<file path="config.mk">
export PLATFORM = sky130hd
export DESIGN_NAME = waveform_packetizer
export DESIGN_NICKNAME = d
export VERILOG_FILES = /design/src/rtl/waveform_packetizer.sv
export SDC_FILE = /design/constraint.sdc
export NUM_CORES = 1
export LEC_CHECK = 0
export CAP_MARGIN = 25
export CORE_ASPECT_RATIO = 1.2
export CORE_MARGIN = 2
export CORE_UTILIZATION = 58
export CTS_CLUSTER_DIAMETER = 50
export DETAILED_ROUTE_END_ITERATION = 12
export GPL_TIMING_DRIVEN = 0
export PLACE_DENSITY_LB_ADDON = 0.15
export SLEW_MARGIN = 25
export SYNTH_ARGS = -nofsm -noshare
export SYNTH_HDL_FRONTEND = slang
export SYNTH_SLANG_ARGS = --single-unit
</file>
<file path="constraint.sdc">
create_clock -name axi_tclk -period 6.1 [get_ports axi_tclk]
set_input_delay 0.915 -clock axi_tclk [delete_from_list [all_inputs] [get_ports axi_tclk]]
set_output_delay 0.915 -clock axi_tclk [all_outputs]
set_load 0.03 [all_outputs]
</file>
<file path="src/rtl/waveform_packetizer.sv">
// waveform_packetizer
// Transmit-side framer: cuts a raw 32-bit sample stream into chunks and
// prefixes each chunk with a 5-word header (CMD, ID, IND, LEN, reserved word).
// Header words are driven from registered state; payload words pass straight
// through with zero latency so the sample source sees downstream ready directly.
module waveform_packetizer #(
  parameter logic [31:0] CMD_WORD      = 32'h5757_4441,
  parameter int unsigned CHUNK_WORDS   = 251,
  parameter logic [31:0] RESERVED_WORD = 32'h0000_0000
) (
  input  logic        axi_tclk,
  input  logic        axi_treset,
  input  logic        enable,
  input  logic [31:0] wfrm_len,
  input  logic [31:0] s_axis_tdata,
  input  logic        s_axis_tvalid,
  input  logic        s_axis_tlast,
  output logic        s_axis_tready,
  output logic [31:0] m_axis_tdata,
  output logic        m_axis_tvalid,
  output logic        m_axis_tlast,
  output logic [3:0]  m_axis_tkeep,
  input  logic        m_axis_tready,
  output logic [31:0] wf_id,
  output logic        busy,
  output logic        len_err
);

  typedef enum logic [1:0] {
    ST_IDLE    = 2'd0,
    ST_HDR     = 2'd1,
    ST_PAYLOAD = 2'd2
  } state_t;

  // Index of the final payload word in a full chunk.
  localparam logic [7:0] LP_LAST_PAY = 8'(CHUNK_WORDS - 1);

  state_t      r_state;
  logic [2:0]  r_hdr_cnt;
  logic [7:0]  r_pay_cnt;
  logic [31:0] r_word_cnt;
  logic [31:0] r_ind;
  logic [31:0] r_wf_id;
  logic [31:0] r_len_q;
  logic        r_len_err;

  logic [31:0] w_hdr_word;
  logic        w_last_pay;
  logic        w_pay_fire;

  assign w_last_pay = (r_pay_cnt == LP_LAST_PAY);
  assign w_pay_fire = s_axis_tvalid & m_axis_tready;

  assign m_axis_tkeep = 4'hf;
  assign wf_id        = r_wf_id;
  assign busy         = (r_state != ST_IDLE);
  assign len_err      = r_len_err;

  // Select the header word for the current header position.
  always_comb begin
    w_hdr_word = RESERVED_WORD;
    case (r_hdr_cnt)
      3'd0:    w_hdr_word = CMD_WORD;
      3'd1:    w_hdr_word = r_wf_id;
      3'd2:    w_hdr_word = r_ind;
      3'd3:    w_hdr_word = r_len_q;
      3'd4:    w_hdr_word = RESERVED_WORD;
      default: w_hdr_word = RESERVED_WORD;
    endcase
  end

  // Steer both stream interfaces by state; payload is a direct pass-through.
  always_comb begin
    m_axis_tdata  = 32'h0000_0000;
    m_axis_tvalid = 1'b0;
    m_axis_tlast  = 1'b0;
    s_axis_tready = 1'b0;
    case (r_state)
      ST_IDLE: begin
        m_axis_tdata  = 32'h0000_0000;
        m_axis_tvalid = 1'b0;
        m_axis_tlast  = 1'b0;
        s_axis_tready = 1'b0;
      end
      ST_HDR: begin
        m_axis_tdata  = w_hdr_word;
        m_axis_tvalid = 1'b1;
        m_axis_tlast  = 1'b0;
        s_axis_tready = 1'b0;
      end
      ST_PAYLOAD: begin
        m_axis_tdata  = s_axis_tdata;
        m_axis_tvalid = s_axis_tvalid;
        m_axis_tlast  = s_axis_tlast | w_last_pay;
        s_axis_tready = m_axis_tready;
      end
      default: begin
        m_axis_tdata  = 32'h0000_0000;
        m_axis_tvalid = 1'b0;
        m_axis_tlast  = 1'b0;
        s_axis_tready = 1'b0;
      end
    endcase
  end

  // Framing FSM: header sequencing, chunk/word counting, waveform bookkeeping.
  always_ff @(posedge axi_tclk) begin
    if (axi_treset) begin
      r_state    <= ST_IDLE;
      r_hdr_cnt  <= 3'd0;
      r_pay_cnt  <= 8'd0;
      r_word_cnt <= 32'd0;
      r_ind      <= 32'd0;
      r_wf_id    <= 32'd0;
      r_len_q    <= 32'd0;
      r_len_err  <= 1'b0;
    end else begin
      r_len_err <= 1'b0;
      case (r_state)
        ST_IDLE: begin
          // Only the start of a new waveform is gated by enable; no sample
          // is consumed here, the first one is held for the payload phase.
          if (enable && s_axis_tvalid) begin
            r_len_q    <= wfrm_len;
            r_ind      <= 32'd0;
            r_word_cnt <= 32'd0;
            r_hdr_cnt  <= 3'd0;
            r_state    <= ST_HDR;
          end else begin
            r_state <= ST_IDLE;
          end
        end
        ST_HDR: begin
          if (m_axis_tready) begin
            if (r_hdr_cnt == 3'd4) begin
              r_hdr_cnt <= 3'd0;
              r_pay_cnt <= 8'd0;
              r_state   <= ST_PAYLOAD;
            end else begin
              r_hdr_cnt <= r_hdr_cnt + 3'd1;
            end
          end else begin
            r_hdr_cnt <= r_hdr_cnt;
          end
        end
        ST_PAYLOAD: begin
          if (w_pay_fire) begin
            r_pay_cnt  <= r_pay_cnt + 8'd1;
            r_word_cnt <= r_word_cnt + 32'd1;
            // End of waveform wins over chunk-full so a waveform that ends
            // exactly on a chunk boundary produces no empty trailing packet.
            if (s_axis_tlast) begin
              r_len_err <= ((r_word_cnt + 32'd1) != r_len_q);
              r_wf_id   <= r_wf_id + 32'd1;
              r_ind     <= 32'd0;
              r_state   <= ST_IDLE;
            end else if (w_last_pay) begin
              r_ind   <= r_ind + 32'd1;
              r_state <= ST_HDR;
            end else begin
              r_state <= ST_PAYLOAD;
            end
          end else begin
            r_state <= ST_PAYLOAD;
          end
        end
        default: begin
          r_state <= ST_IDLE;
        end
      endcase
    end
  end

endmodule

</file>
* Word-level counts from Yosys, hierarchy flattened *
Index checks and enable logic that the tools add are counted.

word-level totals
  register bits after elaboration = 142
  logic and storage cells = 73
  input port bits = 70

operators by class
  add/sub/neg operators = 5
  bitwise gates (word level) = 5
  reduce and logical (&&, ||, !) cells = 15
  equality and inequality tests = 13
  mux-type cells = 27

operators with widths
  kind                                                  number
  one-hot mux 32 bit (2 select lines)                   3
  2-to-1 mux 32 bit                                     5
  one-hot mux 32 bit (4 select lines)                   1
  adder 32 x 1 -> 32 bit (second input constant)        3
  inequality test 32 bit                                1
  2-to-1 mux 8 bit                                      3
  one-hot mux 8 bit (2 select lines)                    1
  2-to-1 mux 2 bit                                      5
  2-to-1 mux 3 bit                                      3
  AND reduction 3 bit                                   3
  adder 8 x 1 -> 8 bit (second input constant)          1
  equality test 8 bit (second input constant)           1
  inequality test 2 bit (second input constant)         4
  AND reduction 4 bit                                   2
  nonzero test 2 bit                                    4
  equality test 3 x 2 -> 1 bit (second input constant)  2
  one-hot mux 2 bit (3 select lines)                    1
  one-hot mux 3 bit (2 select lines)                    1
  AND reduction 2 bit                                   2
  OR reduction 4 bit                                    1
  adder 3 x 1 -> 3 bit (second input constant)          1
  equality test 3 x 1 -> 1 bit (second input constant)  1
  equality test 3 bit (second input constant)           1
  logical NOT 3 bit                                     1
  other kinds (10)                                      14

* Depth between registers and ports, before layout *
  depth in word-level cells = 5
  depth in mapped cells = 12
  mapped depth without buffers = 9

* Worst setup path after synthesis *
No wires, ideal clock.

  path kind = reg2out
  start = reg r_hdr_cnt[0]
  end = out m_axis_tdata[11]
  stages on the path, launching flop included = 9
  arrival = 2.090 ns
  path slack = 3.095 ns
  path through = dfxtp_1 > inv_1 > ha_1 > nor2b_1 > clkbuf_1 > o41ai_1 > clkbuf_1 > o21ai_0 > and2_1

between the ends
  longest elaborated chain between the ends = 3
  elaborated cells on any way between the ends = 6

RTL lines
  what                                                  RTL line  text
  start, declared                                       39        logic [2:0] r_hdr_cnt;
  start signal, assigned                                140       r_hdr_cnt <= r_hdr_cnt + 3'd1;
  start signal, assigned                                143       r_hdr_cnt <= r_hdr_cnt;
  equality test 3 x 2 -> 1 bit (tied with other cells)  62        case (r_hdr_cnt)
  one-hot mux 32 bit (4 select lines) (*)               62
  one-hot mux 32 bit (2 select lines) (*)               78        case (r_state)
  end, declared                                         19        output logic [31:0] m_axis_tdata,

Every way passes the cells marked *; elsewhere a longest branch is shown, timed or not.

* Worst setup path in the final report *
  start = reg r_hdr_cnt[0]
  end = out m_axis_tdata[4]

Same word-level chain as after synthesis.

==> flow_metrics.py <==
metrics = {
    "run_status": {
        "outcome": "completed",
    },
    "place": {
        "dp_hpwl_um": 20490,
        "place_worst_setup_slack_ps": 2150,
        "dp_cells": 1416,
        "numPortBuffers": 136,
        "finalWeightedCongestion": 0.9543,
    },
    "clock_tree": {
        "ctsHtreeMaxLevel": 4,
        "cts_tree": "done",
        "insertion_delay_ps": 440,
        "cts_buffers": 17,
        "cts_sinks": 142,
        "cts.reportedPaths.clkPinSlew_ps": 60,
        "ctsResizeCount": 0,
        "clockBufferDepth": 2,
        "cts.root.buffer_cell": "clkbuf_16",
        "post_cts_buffers": 0,
        "cts_hold_buf": 0,
    },
    "timing": {
        "finalSetupViolCount": 0,
        "slew_headroom_pct": 45.59,
        "fmax_mhz": 226.0,
        "fin_ws_ps": 1675,
        "hold_viol": 0,
        "finalClockSkew_ps": 6.318,
        "min_period_ps": 4425,
        "setup_tns_ps": 0,
        "final_max_slew_viol_count": 0,
        "min_period_over_period_pct": 72.54,
        "tightest_slew_ps": 816.1,
        "rsz0062_at_grt": "false",
    },
    "power_and_ir_drop": {
        "ir_worst_vdd_uv": 183.1,
        "power_density_nw_per_um2": 214.8,
        "finalPower_mw": 2.283,
        "leakagePower_nw": 3.572,
    },
    "yosys": {
        "synthesis.area_um2": 8454,
        "synthCells": 1102,
        "synth_seq_cells": 142,
        "synthXorXnorAreaFrac_pct": 10.46,
        "async_reset_ff_share_pct": 0,
        "synthTopCellsByArea": "dfxtp_1, a21oi_1, nand2_1",
        "synth-edff-count": 0,
        "muxShareOfSynthArea_pct": 1.110,
        "synth_simple_gate_area_share_pct": 30.71,
        "synth_top_area_share_pct": 33.62,
        "synth_compound_area_share_pct": 17.20,
        "synth_cell_types": 68,
        "synth_top_family_by_area": "simple AND/OR/NAND/NOR gates",
        "ys_seq_area_share_pct": 33.62,
        "synth_commonest_cells": "nand2_1, dfxtp_1, a21oi_1",
        "synth_area_leader_cell": "dfxtp_1",
        "synthAdderAreaFrac_pct": 2.190,
        "synth_most_common_cell": "nand2_1",
        "synth_area_per_cell_um2": 7.672,
        "ys_warn_count": 0,
        "synth-main-ff-cell": "dfxtp_1",
    },
    "critical_path": {
        "path_class": "flip-flop to output pin",
        "worstPathCellList": "inv_1 > ha_1 > nor2b_1 > clkbuf_1 > o41ai_1 > clkbuf_1 > o21ai_0 > and2_1 > clkdlybuf4s50_1",
        "crit_buf_inv": 4,
        "crit_path_frequent_cell": "clkbuf_1",
        "crit_fanout": 10,
        "cp_slowest_stage_delay_ps": 670,
        "cp-start-kind": "flip-flop",
        "reg2reg_slack_ps": 3070,
        "cp_data_arrival_time_ps": 3510,
        "rr_worst_depth": 10,
        "reg2reg_from": "r_state[0]",
        "cp-end-kind": "output pin",
        "worstPathRequired_ps": 5180,
        "path_delay_family": "buffers and inverters",
        "reg2reg_to": "r_word_cnt[31]",
        "cp_slowest_cell": "o41ai_1",
    },
    "floorplanning": {
        "rows": 48,
        "io_pins": 143,
        "die-height_um": 136.3,
        "coreArea_um2": 14290,
        "die_x_um": 114.2,
        "start_util_pct": 59.15,
        "die_area_um2": 15560,
    },
    "global_routing": {
        "grt_max_degree": 17,
        "grt_pass1_wl_um": 42570,
        "gr-total-overflow": 0,
        "track_usage_pct": 35.26,
        "antenna_found_initial": 0,
        "first_global_vias": 8295,
    },
    "routing": {
        "vias_per_cell": 6.113,
        "vias": 8839,
        "detail-route-antenna-nets": 0,
        "drtPass1Iterations": 8,
        "post-route-drc-count": 0,
        "drt-total-wl_um": 27290,
        "wl_per_cell_um": 18.87,
        "drtIter0Drc": 1012,
    },
    "hold_path": {
        "hold_path_end": "r_pay_cnt[5]",
        "hold_class": "flip-flop to flip-flop",
        "min_from": "r_pay_cnt[5]",
        "hold_path_depth": 2,
    },
    "layout": {
        "drive_above_1_share_pct": 6.373,
        "n_antenna_cell": 0,
        "area_growth_pct": 25.71,
        "fin_cells": 1446,
        "nets": 1344,
    },
    "job": {
        "drv_cap": 0,
    },
}
[layer usage]
layer,share of wire [%],vias to the layer above,GRT usage (%)
met2,48,435,59.13
met1,39,4099,42.57
met3,8.3,102,6.866
li1,-,4203,-
met4,4.7,0,18.83
met5,0,-,0
[sequential cells by signal (all words and copies together), names as in the netlist]
signal	flops
len_err	1
r_hdr_cnt	3
r_ind	32
r_len_q	32
r_pay_cnt	8
r_state	2
r_word_cnt	32
wf_id	32
[worst reg2reg max path: stages (launching register included)]
cell and delay, ps:
dfxtp_1 410, inv_1 110, ha_1 210, buf_2 170, and2_1 190, nand3_1 380
clkbuf_1 430, clkbuf_1 530, nor2_1 100, o21ai_0 220, a21oi_1 120
[power by group]
part | internal, mW | switching [mW] | leakage [nW]
Clock | 0.629 | 0.420 | 0.270
Sequential | 0.941 | 0.0207 | 1.15
Combinational | 0.111 | 0.161 | 2.16
Total | 1.68 | 0.602 | 3.57
[layout by cell type (no fill, tap or decap), types with 7 or more instances in the layout]
cell	n
nand2_1	156
dfxtp_1	142
clkdlybuf4s50_1	136
a21oi_1	121
nor2_1	111
o21ai_0	60
clkbuf_1	57
xor2_1	52
xnor2_1	49
nand4_1	34
nand3_1	34
nor2b_1	27
or3_1	26
and2_1	22
inv_1	20
a222oi_1	18
clkbuf_16	17
a221oi_1	14
ha_1	14
or4_1	13
buf_2	12
and4_1	12
and3_1	9
nor3_1	7
[final cells by class]
class | instances | area (µm²)
Buffer | 75 | 319.1
Clock buffer | 21 | 470.5
Clock inverter | 9 | 111.4
Fill cell | 1143 | 3666
Inverter | 20 | 75.07
Multi-Input combinational cell | 868 | 5229
Sequential cell | 142 | 2843
Tap cell | 175 | 219.0
Timing Repair Buffer | 136 | 1361
[worst max path at each step]
| stage | end | cells after the start | from |
|---|---|---|---|
| floorplan | m_axis_tdata[11] | 8 | r_hdr_cnt[0] |
| global placement | m_axis_tdata[27] | 9 | r_hdr_cnt[0] |
| detailed placement | m_axis_tdata[4] | 9 | r_hdr_cnt[0] |
| CTS | m_axis_tdata[4] | 9 | r_hdr_cnt[0] |
| global route | m_axis_tdata[26] | 10 | r_hdr_cnt[0] |
| finish | m_axis_tdata[4] | 9 | r_hdr_cnt[0] |
[per-stage QoR]
step	area (µm²)	util [%]	hold WS, ps
6_report	10630	74.35	508.6
5_1_grt	10630	74.35	523.5
4_1_cts	10630	74.35	500.8
3_5_place_dp	10050	70.28	489.1
3_3_place_gp	10050	70.28	470.5
2_1_floorplan	8466	-	458.4
[logic make-up (layout without fill, tap and decap cells)]
| family | Yosys count | in the layout |
|---|---|---|
| compound gates | 244 | 244 |
| mux | 9 | 9 |
| fa+ha+maj | 15 | 15 |
| flops | 142 | 142 |
| other cells | 1 | 4 |
| xor+xnor | 101 | 101 |
| simple gates | 495 | 495 |
| buf+inv | 95 | 261 |
No activity file was read; power rests on OpenSTA's default activity.
